[src/rtl/cnt_reset_sequencer.sv]
// Releases the resets of NUM_INST counter instances one at a time, waits for each
// to report start, then waits for every instance to report end before dropping all resets.
//
// state        | meaning
// S_IDLE       | all instances held in reset, waiting for run
// S_RELEASE    | release instance idx on the next edge
// S_WAIT_START | waiting for start_flag[idx], bounded by START_TIMEOUT
// S_GAP        | idle GAP_CYCLES before releasing the next instance
// S_RUN        | all instances running, waiting for every end flag
// S_DONE       | one-cycle completion pulse, resets still released
// S_ERROR      | start or run timeout, all instances held in reset
module cnt_reset_sequencer #(
    parameter int NUM_INST      = 4,
    parameter int GAP_CYCLES    = 8,
    parameter int START_TIMEOUT = 1024,
    parameter int RUN_TIMEOUT   = 0
) (
    input  logic                osc,
    input  logic                reset_n,
    input  logic                run,
    input  logic                abort,
    input  logic [NUM_INST-1:0] start_flag,
    input  logic [NUM_INST-1:0] end_flag,
    output logic [NUM_INST-1:0] inst_reset_n,
    output logic                busy,
    output logic                done,
    output logic                error,
    output logic [2:0]          err_idx
);

    localparam int C_TMAX_A = (GAP_CYCLES > START_TIMEOUT) ? GAP_CYCLES : START_TIMEOUT;
    localparam int C_TMAX   = (RUN_TIMEOUT > C_TMAX_A) ? RUN_TIMEOUT : C_TMAX_A;
    localparam int TW       = $clog2(C_TMAX + 1);

    localparam logic [TW-1:0] C_GAP_TC   = TW'(GAP_CYCLES - 1);
    localparam logic [TW-1:0] C_START_TC = TW'(START_TIMEOUT - 1);
    localparam logic [TW-1:0] C_RUN_TC   = TW'((RUN_TIMEOUT > 0) ? RUN_TIMEOUT - 1 : 0);
    localparam logic [2:0]    C_LAST     = 3'(NUM_INST - 1);

    typedef enum logic [2:0] {
        S_IDLE,
        S_RELEASE,
        S_WAIT_START,
        S_GAP,
        S_RUN,
        S_DONE,
        S_ERROR
    } state_t;

    state_t              r_state;
    logic [2:0]          r_idx;
    logic [TW-1:0]       r_timer;
    logic [NUM_INST-1:0] r_end_seen;
    logic                r_run;
    logic [NUM_INST-1:0] r_inst_reset_n;
    logic                r_busy;
    logic                r_done;
    logic                r_error;
    logic [2:0]          r_err_idx;

    state_t              w_state_nxt;
    logic [2:0]          w_idx_nxt;
    logic [TW-1:0]       w_timer_nxt;
    logic [NUM_INST-1:0] w_end_seen_nxt;
    logic [NUM_INST-1:0] w_inst_nxt;
    logic [2:0]          w_err_idx_nxt;
    logic [NUM_INST-1:0] w_end_upd;
    logic [NUM_INST-1:0] w_rel_mask;
    logic                w_start_hit;
    logic [2:0]          w_first_miss;
    logic                w_stopped;

    // End flags only count while that instance is out of reset.
    assign w_end_upd = r_end_seen | (end_flag & r_inst_reset_n);

    always_comb begin
        w_start_hit  = 1'b0;
        w_rel_mask   = '0;
        w_first_miss = 3'd0;
        for (int i = NUM_INST - 1; i >= 0; i--) begin
            if (r_idx == 3'(i)) begin
                w_start_hit   = start_flag[i];
                w_rel_mask[i] = 1'b1;
            end
            if (!w_end_upd[i]) begin
                w_first_miss = 3'(i);
            end
        end
    end

    always_comb begin
        w_state_nxt    = r_state;
        w_idx_nxt      = r_idx;
        w_timer_nxt    = r_timer;
        w_end_seen_nxt = w_end_upd;
        w_inst_nxt     = r_inst_reset_n;
        w_err_idx_nxt  = r_err_idx;
        w_stopped      = 1'b0;

        case (r_state)
            S_IDLE, S_ERROR: begin
                if (r_run) begin
                    w_state_nxt    = S_RELEASE;
                    w_idx_nxt      = 3'd0;
                    w_timer_nxt    = '0;
                    w_end_seen_nxt = '0;
                end
            end
            S_RELEASE: begin
                w_inst_nxt  = r_inst_reset_n | w_rel_mask;
                w_state_nxt = S_WAIT_START;
                w_timer_nxt = '0;
            end
            S_WAIT_START: begin
                if (w_start_hit) begin
                    w_timer_nxt = '0;
                    w_state_nxt = (r_idx == C_LAST) ? S_RUN : S_GAP;
                end else if (r_timer == C_START_TC) begin
                    w_state_nxt   = S_ERROR;
                    w_err_idx_nxt = r_idx;
                end else begin
                    w_timer_nxt = r_timer + TW'(1);
                end
            end
            S_GAP: begin
                if (r_timer == C_GAP_TC) begin
                    w_state_nxt = S_RELEASE;
                    w_idx_nxt   = r_idx + 3'd1;
                    w_timer_nxt = '0;
                end else begin
                    w_timer_nxt = r_timer + TW'(1);
                end
            end
            S_RUN: begin
                if (&w_end_upd) begin
                    w_state_nxt = S_DONE;
                end else if ((RUN_TIMEOUT > 0) && (r_timer == C_RUN_TC)) begin
                    w_state_nxt   = S_ERROR;
                    w_err_idx_nxt = w_first_miss;
                end else begin
                    w_timer_nxt = r_timer + TW'(1);
                end
            end
            S_DONE:  w_state_nxt = S_IDLE;
            default: w_state_nxt = S_IDLE;
        endcase

        if (abort) begin
            w_state_nxt = S_IDLE;
        end

        w_stopped = (w_state_nxt == S_IDLE) || (w_state_nxt == S_ERROR);
        if (w_stopped) begin
            w_inst_nxt = '0;
        end
        if (w_state_nxt == S_IDLE) begin
            w_timer_nxt = '0;
        end
        if (w_state_nxt != S_ERROR) begin
            w_err_idx_nxt = 3'd0;
        end
    end

    always_ff @(posedge osc or negedge reset_n) begin
        if (!reset_n) begin
            r_state        <= S_IDLE;
            r_idx          <= 3'd0;
            r_timer        <= '0;
            r_end_seen     <= '0;
            r_run          <= 1'b0;
            r_inst_reset_n <= '0;
            r_busy         <= 1'b0;
            r_done         <= 1'b0;
            r_error        <= 1'b0;
            r_err_idx      <= 3'd0;
        end else begin
            r_state        <= w_state_nxt;
            r_idx          <= w_idx_nxt;
            r_timer        <= w_timer_nxt;
            r_end_seen     <= w_end_seen_nxt;
            // run is captured only when the FSM can act on it, and abort always wins.
            r_run          <= run & ~abort & ((r_state == S_IDLE) || (r_state == S_ERROR));
            r_inst_reset_n <= w_inst_nxt;
            r_busy         <= ~w_stopped;
            r_done         <= (w_state_nxt == S_DONE);
            r_error        <= (w_state_nxt == S_ERROR);
            r_err_idx      <= w_err_idx_nxt;
        end
    end

    assign inst_reset_n = r_inst_reset_n;
    assign busy         = r_busy;
    assign done         = r_done;
    assign error        = r_error;
    assign err_idx      = r_err_idx;

endmodule

[config.mk]
export PLATFORM = sky130hd
export DESIGN_NAME = cnt_reset_sequencer
export DESIGN_NICKNAME = d
export VERILOG_FILES = /design/src/rtl/cnt_reset_sequencer.sv
export SDC_FILE = /design/constraint.sdc
export NUM_CORES = 1
export LEC_CHECK = 0
export BUFFER_PORTS_ARGS = -buffer_cell sky130_fd_sc_hd__buf_2
export CAP_MARGIN = 20
export CORE_ASPECT_RATIO = 1.4
export CORE_MARGIN = 5
export CORE_UTILIZATION = 55
export CTS_BUF_LIST = sky130_fd_sc_hd__clkbuf_4
export CTS_CLUSTER_SIZE = 24
export DETAILED_ROUTE_END_ITERATION = 10
export PLACE_DENSITY = 0.84
export SLEW_MARGIN = 20
export SYNTH_ARGS = -nofsm -noshare
export SYNTH_HDL_FRONTEND = slang
export SYNTH_SLANG_ARGS = --single-unit
[constraint.sdc]
create_clock -name osc -period 2.9 [get_ports osc]
set_input_delay 0.145 -clock osc [delete_from_list [all_inputs] [get_ports osc]]
set_output_delay 0.145 -clock osc [all_outputs]
set_load 0.005 [all_outputs]
==> flow_summary.yaml <==
power_and_ir_drop:
  p_comb_frac: 0.265
  p_sw_uw: 342
  swShare: 0.351
  ir_drop_mv: 0.320
  clockPowerShare: 0.246
  power_density_mw_per_mm2: 459
  total_leakage_power_nw: 0.887
  p_seq_frac: 0.488
  p_int_uw: 633
global_route:
  grt_first_pass_wirelength_um: 7560
  grt_pass1_vias: 1664
  antenna_found_initial: 0
  grt_util_all_layers: 0.207
  grt_max_degree: 33
  grt.overflow.total: 0
timing:
  rsz0062_at_grt: "false"
  fin_ws_ps: 447
  finalSetupViolCount: 0
  maxSlewHeadroom: 0.511
  timing.fmax_mhz: 408
  setup_tns_ps: 0
  slew_viol_final: 0
  tightest_slew_ps: 733
  finClkSkew_ps: 3.03
  finalCriticalPeriod_ps: 2450
  hold_viol: 0
  post-route-period-util: 0.846
synth:
  synth-seq-cells: 32
  synth-warning-count: 0
  seq_area_frac_synth: 0.416
  synth_edf_count: 0
  avgSynthCellArea_um2: 10.1
  synth-main-ff-cell: "dfrtp_1"
  synthesis.nets: 208
  async_flop_share: 1.00
  netlist_area_mm2: 0.00192
  syn_inst: 190
  ys_types: 55
placed_design:
  dp_slack_ps: 469
  gp_congestion: 0.845
  port_buffers: 21
  dpl_cell_area_mm2: 0.00206
  place_hpwl_um: 3190
worst_setup_path:
  cp_data_required_time_ps: 3120
  cpMaxStageDelayCell: "dfrtp_1"
  r2r_setup_slack_ps: 450
  max_stage_delay_ps: 440
  cp-end-kind: "flip-flop"
  critPathTopFamily: "compound AO/OA/AOI/OAI gates"
  path_cells: "inv_1, ha_1, a211oi_2, o21ai_2, a211o_1, a32o_1, a2111oi_1"
  crit_arrival_ps: 2670
  crit_type: "reg -> reg"
  crit_buf_inv: 1
  critPathLaunchType: "flip-flop"
  crit_path_max_fanout: 6
floorplanning:
  start_util: 0.569
  fp-row-count: 25
  die_h_um: 80.0
  die_x_um: 60.0
  core_area_mm2: 0.00338
  ios: 22
  dieArea_mm2: 0.00480
layout:
  utilization: 0.629
  layout_commonest_cell: "dfrtp_1"
  post-route-cell-area_mm2: 0.00212
  diodes: 0
  layout-drive-gt1-share: 0.243
  final_nets: 235
  final_cell_mix: "32 x dfrtp_1, 21 x buf_2, 14 x nor2_1"
  area_delta_synth_final_pct: 10.4
drt:
  viasPerCell: 6.29
  drc: 0
  ant_nets: 0
  wl_um: 4260
  num_vias: 1623
  dr.pass1.iters: 4
  routedWlPerCell_um: 16.5
  drtIter0Drc: 93
clocking:
  cts_buffers: 5
  cts.path.max_buffers: 2
  cts_setup_buffers: 0
  insertion_delay_ps: 330
  holdBufCountCts: 1
  htreeDepth: 2
  cts_tree: "done"
  clk_pin_slew_ps: 100
  root_buffer: "clkbuf_4"
  clock_sinks: 32
  cts_resized: 0
min_path:
  min-delay-path-class: "in -> reg"
run:
  maxCapViolCount: 0
run_status:
  status: "finished clean"
flip-flops by register name, indices dropped and copies added, names as in the netlist:
signal and count:
busy 1, done 1, err_idx 3, error 1
inst_reset_n 4, r_end_seen 4, r_idx 3, r_run 1
r_state 3, r_timer 11
cell usage after synthesis (all sizes together) (4+ instances only):
master | number | share of area
nand3 | 9 | 0.023
nor2b | 4 | 0.013
nand2 | 13 | 0.025
o31ai | 10 | 0.053
nor3 | 6 | 0.016
buf | 4 | 0.018
a21oi | 18 | 0.061
o21ai | 4 | 0.012
ha | 6 | 0.039
nor2 | 15 | 0.031
or4 | 10 | 0.039
dfrtp | 32 | 0.42
inv | 8 | 0.016
a2111oi | 4 | 0.023
and2 | 4 | 0.013
path summary, 6_finish.rpt:
path                          startpoint               to  depth (start not counted)
setup / recovery                r_idx[0]  inst_reset_n[0]                          7
hold / removal                     abort       r_state[0]                          2
setup reg to reg                r_idx[0]  inst_reset_n[0]                          7
hold reg to reg            r_end_seen[0]    r_end_seen[0]                          2
max in group asynchronous        reset_n       r_timer[1]                          2
min in group asynchronous        reset_n       r_timer[9]                          2
metal layers:
| metal | vias up | track usage | share of wire |
|---|---|---|---|
| met5 | - | 0 | 0 |
| met4 | 0 | 0.0931 | 0.021 |
| met3 | 9 | 0.0453 | 0.041 |
| met2 | 46 | 0.367 | 0.53 |
| met1 | 781 | 0.226 | 0.41 |
| li1 | 787 | - | - |
through the flow:
step | cells | hold WS, ps | total power [mW]
3_5_place_dp | 249 | 239 | 0.739
2_1_floorplan | 190 | -151 | 0.673
5_1_grt | 258 | 15.1 | 1.03
6_report | 258 | 7.81 | 0.975
4_1_cts | 258 | 0.271 | 0.980
3_3_place_gp | 249 | 231 | 0.734
layout make-up:
type	instances	area, µm²
fill	286	1250
tap	40	50.0
clock inverter	3	13.8
timing repair buffer	25	138
multi-input combinational	145	1050
clock buffer	5	37.5
inverter	8	30.0
sequential	32	801
power groups by stage:
| stage | registers [mW] | clock network [mW] | logic, mW |
|---|---|---|---|
| final | 0.476 | 0.240 | 0.259 |
| after global routing | 0.479 | 0.271 | 0.281 |
| after CTS | 0.476 | 0.248 | 0.257 |
| after detailed placement | 0.485 | 0 | 0.254 |
| after global placement | 0.485 | 0 | 0.249 |
| after floorplan | 0.479 | 0 | 0.194 |
cell families (layout without fill, tap and decap cells):
family | Yosys count | count (layout) | synth area share
adder cells (fa/ha/maj) | 6 | 6 | 0.0390
XOR/XNOR | 1 | 1 | 0.00456
multiplexers | 3 | 3 | 0.0156
buffers and inverters | 13 | 41 | 0.0358
flip-flops | 32 | 32 | 0.416
AND/OR/NAND/NOR | 79 | 79 | 0.237
AO/OA/AOI/OAI | 56 | 56 | 0.251
(Power assumes the default switching activity.)
